$ cat config.mk
export PLATFORM = sky130hd
export DESIGN_NAME = enc_8x3_seq
export DESIGN_NICKNAME = d
export VERILOG_FILES = /design/src/rtl/enc_pkg.sv /design/src/rtl/pri_enc_8x3.sv /design/src/rtl/enc_8x3_seq.sv
export SDC_FILE = /design/constraint.sdc
export NUM_CORES = 1
export LEC_CHECK = 0
export CORE_MARGIN = 2
export CORE_UTILIZATION = 35
export DETAILED_ROUTE_END_ITERATION = 16
export DONT_BUFFER_PORTS = 1
export MAX_ROUTING_LAYER = met4
export PLACE_DENSITY = 0.5
export REMOVE_ABC_BUFFERS = 1
export SLEW_MARGIN = 30
export SYNTH_ARGS = -nofsm -noshare
export SYNTH_HDL_FRONTEND = slang
export SYNTH_SLANG_ARGS = --single-unit
$ cat constraint.sdc
create_clock -name clk -period 2.1 [get_ports clk]
set_input_delay 0.42 -clock clk [delete_from_list [all_inputs] [get_ports clk]]
set_output_delay 0.42 -clock clk [all_outputs]
set_load 0.1 [all_outputs]
$ cat src/rtl/enc_pkg.sv
// Shared constants, FSM encoding and rotate helper for the 8-to-3 sequential encoder.
// Optional round-robin selection is enabled by defining ENC_RR_EN.
package enc_pkg;

  localparam int N_REQ = 8;
  localparam int IDX_W = 3;

  typedef enum logic {
    IDLE = 1'b0,
    OUT  = 1'b1
  } state_t;

  // Rotate right so that bit 'sh' lands on bit 0; bit sh-1 then sits at the top.
  function automatic logic [N_REQ-1:0] rot_right(input logic [N_REQ-1:0] v,
                                                 input logic [IDX_W-1:0] sh);
    logic [2*N_REQ-1:0] d;
    d = {v, v} >> sh;
    return d[N_REQ-1:0];
  endfunction

endpackage

$ cat src/rtl/pri_enc_8x3.sv
// Combinational highest-set-bit encoder: bit 7 wins, zero flags an empty request vector.
module pri_enc_8x3
  import enc_pkg::*;
(
  input  logic [N_REQ-1:0] req,
  output logic [IDX_W-1:0] idx,
  output logic             zero
);

  always_comb begin
    idx  = '0;
    zero = (req == '0);
    // Ascending scan so the last (highest) set bit overwrites lower ones.
    for (int i = 0; i < N_REQ; i++) begin
      if (req[i]) idx = IDX_W'(i);
    end
  end

endmodule

$ cat src/rtl/enc_8x3_seq.sv
// Sequential 8-to-3 request encoder: accumulates requests and presents one index per cycle.
// Define ENC_RR_EN for round-robin selection; default is fixed priority (bit 7 highest).
module enc_8x3_seq
  import enc_pkg::*;
(
  input  logic             clk,
  input  logic             rst,
  input  logic [N_REQ-1:0] in,
  input  logic             E,
  input  logic             ready,
  output logic [IDX_W-1:0] out,
  output logic             valid,
  output logic             empty
);

  state_t           state, state_nxt;
  logic [N_REQ-1:0] pending, pending_nxt;
  logic [N_REQ-1:0] clr;
  logic [N_REQ-1:0] cand;
  logic [IDX_W-1:0] out_nxt;
  logic [IDX_W-1:0] enc_idx;
  logic [IDX_W-1:0] sel_idx;
  logic             enc_zero;
  logic             sel;

`ifdef ENC_RR_EN
  logic [IDX_W-1:0] ptr;

  // Rotating by ptr puts index ptr-1 at the top, so the encoder searches
  // ptr-1 downward with wrap; adding ptr back recovers the real index.
  assign cand    = rot_right(pending, ptr);
  assign sel_idx = enc_idx + ptr;

  always_ff @(posedge clk) begin
    if (rst)      ptr <= '0;
    else if (sel) ptr <= sel_idx;
  end
`else
  assign cand    = pending;
  assign sel_idx = enc_idx;
`endif

  pri_enc_8x3 u_enc (
    .req  (cand),
    .idx  (enc_idx),
    .zero (enc_zero)
  );

  always_comb begin
    state_nxt = state;
    out_nxt   = out;
    sel       = 1'b0;
    clr       = '0;
    case (state)
      IDLE: begin
        if (!enc_zero) begin
          sel       = 1'b1;
          state_nxt = OUT;
        end
      end
      OUT: begin
        if (ready) begin
          if (!enc_zero) sel = 1'b1;
          else           state_nxt = IDLE;
        end
      end
      default: state_nxt = IDLE;
    endcase
    if (sel) begin
      out_nxt = sel_idx;
      clr     = N_REQ'(1) << sel_idx;
    end
    // New requests are OR-ed in after the clear, so a re-assert of the granted bit survives.
    pending_nxt = (pending & ~clr) | (E ? in : '0);
  end

  always_ff @(posedge clk) begin
    if (rst) begin
      state   <= IDLE;
      pending <= '0;
      out     <= '0;
    end else begin
      state   <= state_nxt;
      pending <= pending_nxt;
      out     <= out_nxt;
    end
  end

  assign valid = (state == OUT);
  assign empty = (pending == '0) && !valid;

endmodule
==> impl_results.md, run 1 <==
- Avg Synthesized Cell Area: ~8.5 um2
- Insertion delay to the later sink of the worst-skew pair: 270 ps
- CP Class: reg2out
- Sequential fraction of the synthesis area: 45.39%
- Starting DRC count in detailed routing: 9
- Initial Util: 36.40%
- Status: completed
- Post-DP HPWL: approximately 800 um
- TNS Setup: 0 ps
- Vias/cell: ~5.4
- Routability cong.: around 0.8
- Post-CTS Resized: 0
- Min Tclk post-route: 1961 ps
- Core Area: approximately 1500 um2
- Slew Limit Fails: 0
- Ranking of synthesized cells by area: dfxtp_1 45%, a21oi_1 6.6%, nand2_1 5.7%
- Slew @ Worst Pin: around 440 ps
- Register bit count reported by yosys: 12
- Via count: 459
- Sequential share of power: 41.2%
- H-tree levels: 1
- Commonest non-fill, non-tap cell in the layout: dfxtp_1
- DRC violations left: 0
- Vias in the first global route: around 430
- CTS max path bufs: 2
- Post-CTS Setup Bufs: 0
- Leakage: ~0.24 nW
- DRT Pass-1 Iters: 4
- Worst setup SP type: flip-flop
- CTS clk-pin slew, worst paths: approximately 80 ps
- Highest clock rate: roughly 0.51 GHz
- Util after Layout: a little over two fifths
- Worst-path maximum fanout: 7
- Layout cells sized above 1: 21.74%
- Die Y: between 40 and 50 um
- Clock power frac: between 20% and 30%
- Synth cell types: 21
- Post-route insts no fill: 85
- Hold path start: rst
- First-pass GRT wire length: around 1800 um
- Root buffer cell: clkbuf_4
- Post-Syn Area: around 530 um2
- CP endpoint kind: primary output
- Sw frac: 36.35%
- Layout Skew: slightly below 5 ps
- Most frequent cells in the layout: 12 x dfxtp_1, 8 x nand2_1, 7 x nor2_1, 7 x a21oi_1
- Routed Antenna Nets: 0
- Layout overhead on the synthesized area: 19.15%
- Num CTS Buffers: 3
- Ant. Diodes: 0
- Nets: approximately 80
- Grt ovf: 0
- Synth warnings: 0
- Initial antenna violation count: 0
- Routed length per instance: about 12 um
- P_int: about 0.4 mW
- VDD IR max: slightly below 0.0004 V
- Post-Synthesis Cells: 62
- Post-synth top area share: 45.39%
- Placed cells: 81
- Comb power frac: ~30%
- Number of I/O pins: 17
- Critical path data required time: around 1700 ps
- Port bufs: 0
- Global-route usage over all layers: 13.01%
- CTS tree: yes
- P per Cell Area: about 1000 nW/um2
- RSZ-0062 raised after global routing: no
- Core Rows: 14
- Number of clock sinks: 12
- Final Cycle Share: about 93%
- Max-cap violation count: 0
- Largest net degree at the start of global routing: 13
- DRT Wirelength: 1059 um
- Slew headroom: between 70% and 80%
- Hold Path Class: in2reg
- Worst R2R Start: cand[4]
- Hold-fix buffers at CTS: 0
- Critical Path AT: roughly 1500 ps
- Die area: 1839 um2
- CP startpoint: cand[4]
- Net Switching: ~0.23 mW
- Die W: 42.89 um
- Area leader, netlist: dfxtp_1
- # setup viols final: 0
- Final Hold Viols: 0
-- cell usage after synthesis (all sizes together) --
library cell	number
nor2	8
o2111ai	1
a22oi	3
a31o	1
nand2b	3
o311a	1
nor4	2
nor2b	1
a211oi	1
inv	3
nand2	8
o221ai	1
a21oi	8
nor3	1
o21ai	5
clkbuf	2
dfxtp	12
a31oi	1
-- worst max-delay path, cell delays in order, from the launching register on --
cell	delay (ps)
dfxtp_1	370
nor4_4	450
nand2_1	110
nor2_2	140
buf_12	190
-- cell type report --
cell class,instances,area [um2]
tap,16,20.02
multi-input combinational,45,272.8
fill,159,823.3
clock buffer,4,36.28
inverter,3,11.26
timing repair buffer,5,50.05
sequential,12,240.2
-- flip-flops by register name, summed over array words and instances, names as in the netlist --
signal,cells
cand,8
out,3
valid,1
-- stage by stage --
stage	hold slack (ps)	total power, mW	setup slack [ps]	area (um2)
after detailed placement	462.7	0.4612	424.8	594.3
after floorplan	475.3	0.4207	-396.1	521.8
after CTS	199.1	0.6442	129.6	630.6
final	199.7	0.6406	138.5	630.6
after global routing	191.3	0.6678	0.3318	630.6
after global placement	453.2	0.4605	444.8	594.3
-- power by group through the flow --
stage | sequential, mW | clock, mW | combinational [mW]
floorplan | 0.342 | 0 | 0.0787
global placement | 0.269 | 0 | 0.191
detailed placement | 0.270 | 0 | 0.191
CTS | 0.264 | 0.188 | 0.192
global route | 0.267 | 0.197 | 0.203
finish | 0.264 | 0.186 | 0.190
-- final timing paths --
kind,to,slack (ps),depth (start not counted)
worst max-delay path,empty,140,4
worst min-delay path,cand[4],200,1
worst max register to register,cand[0],710,4
worst min register to register,out[2],470,2
-- metal layers --
| layer | vias to the layer above | part of all wire, % | GRT usage [%] |
|---|---|---|---|
| met5 | - | 0 | - |
| met4 | 0 | 2.5 | 7.500 |
| met3 | 5 | 7.9 | 4.681 |
| met2 | 15 | 43 | 17.88 |
| met1 | 200 | 47 | 16.23 |
| li1 | 239 | - | - |
-- kinds of logic (layout without fill, tap and decap cells) --
kind of cell	Yosys count	in the layout	synth area share [%]
and+or+nand+nor	23	23	24.35
AOI/OAI and AO/OA	22	22	26.71
DFF	12	12	45.39
buffers and inverters	5	12	3.546
No activity file was read; power rests on OpenSTA's default activity.
==> inputs of run 2 (changes only) <==
--- a/config.mk
+++ b/config.mk
@@ -16,3 +16,4 @@
 export SYNTH_ARGS = -nofsm -noshare
 export SYNTH_HDL_FRONTEND = slang
 export SYNTH_SLANG_ARGS = --single-unit
+export TNS_END_PERCENT = 50
==> results of run 2 <==
The final DEF is identical to that of run 1; final timing and power are the same.
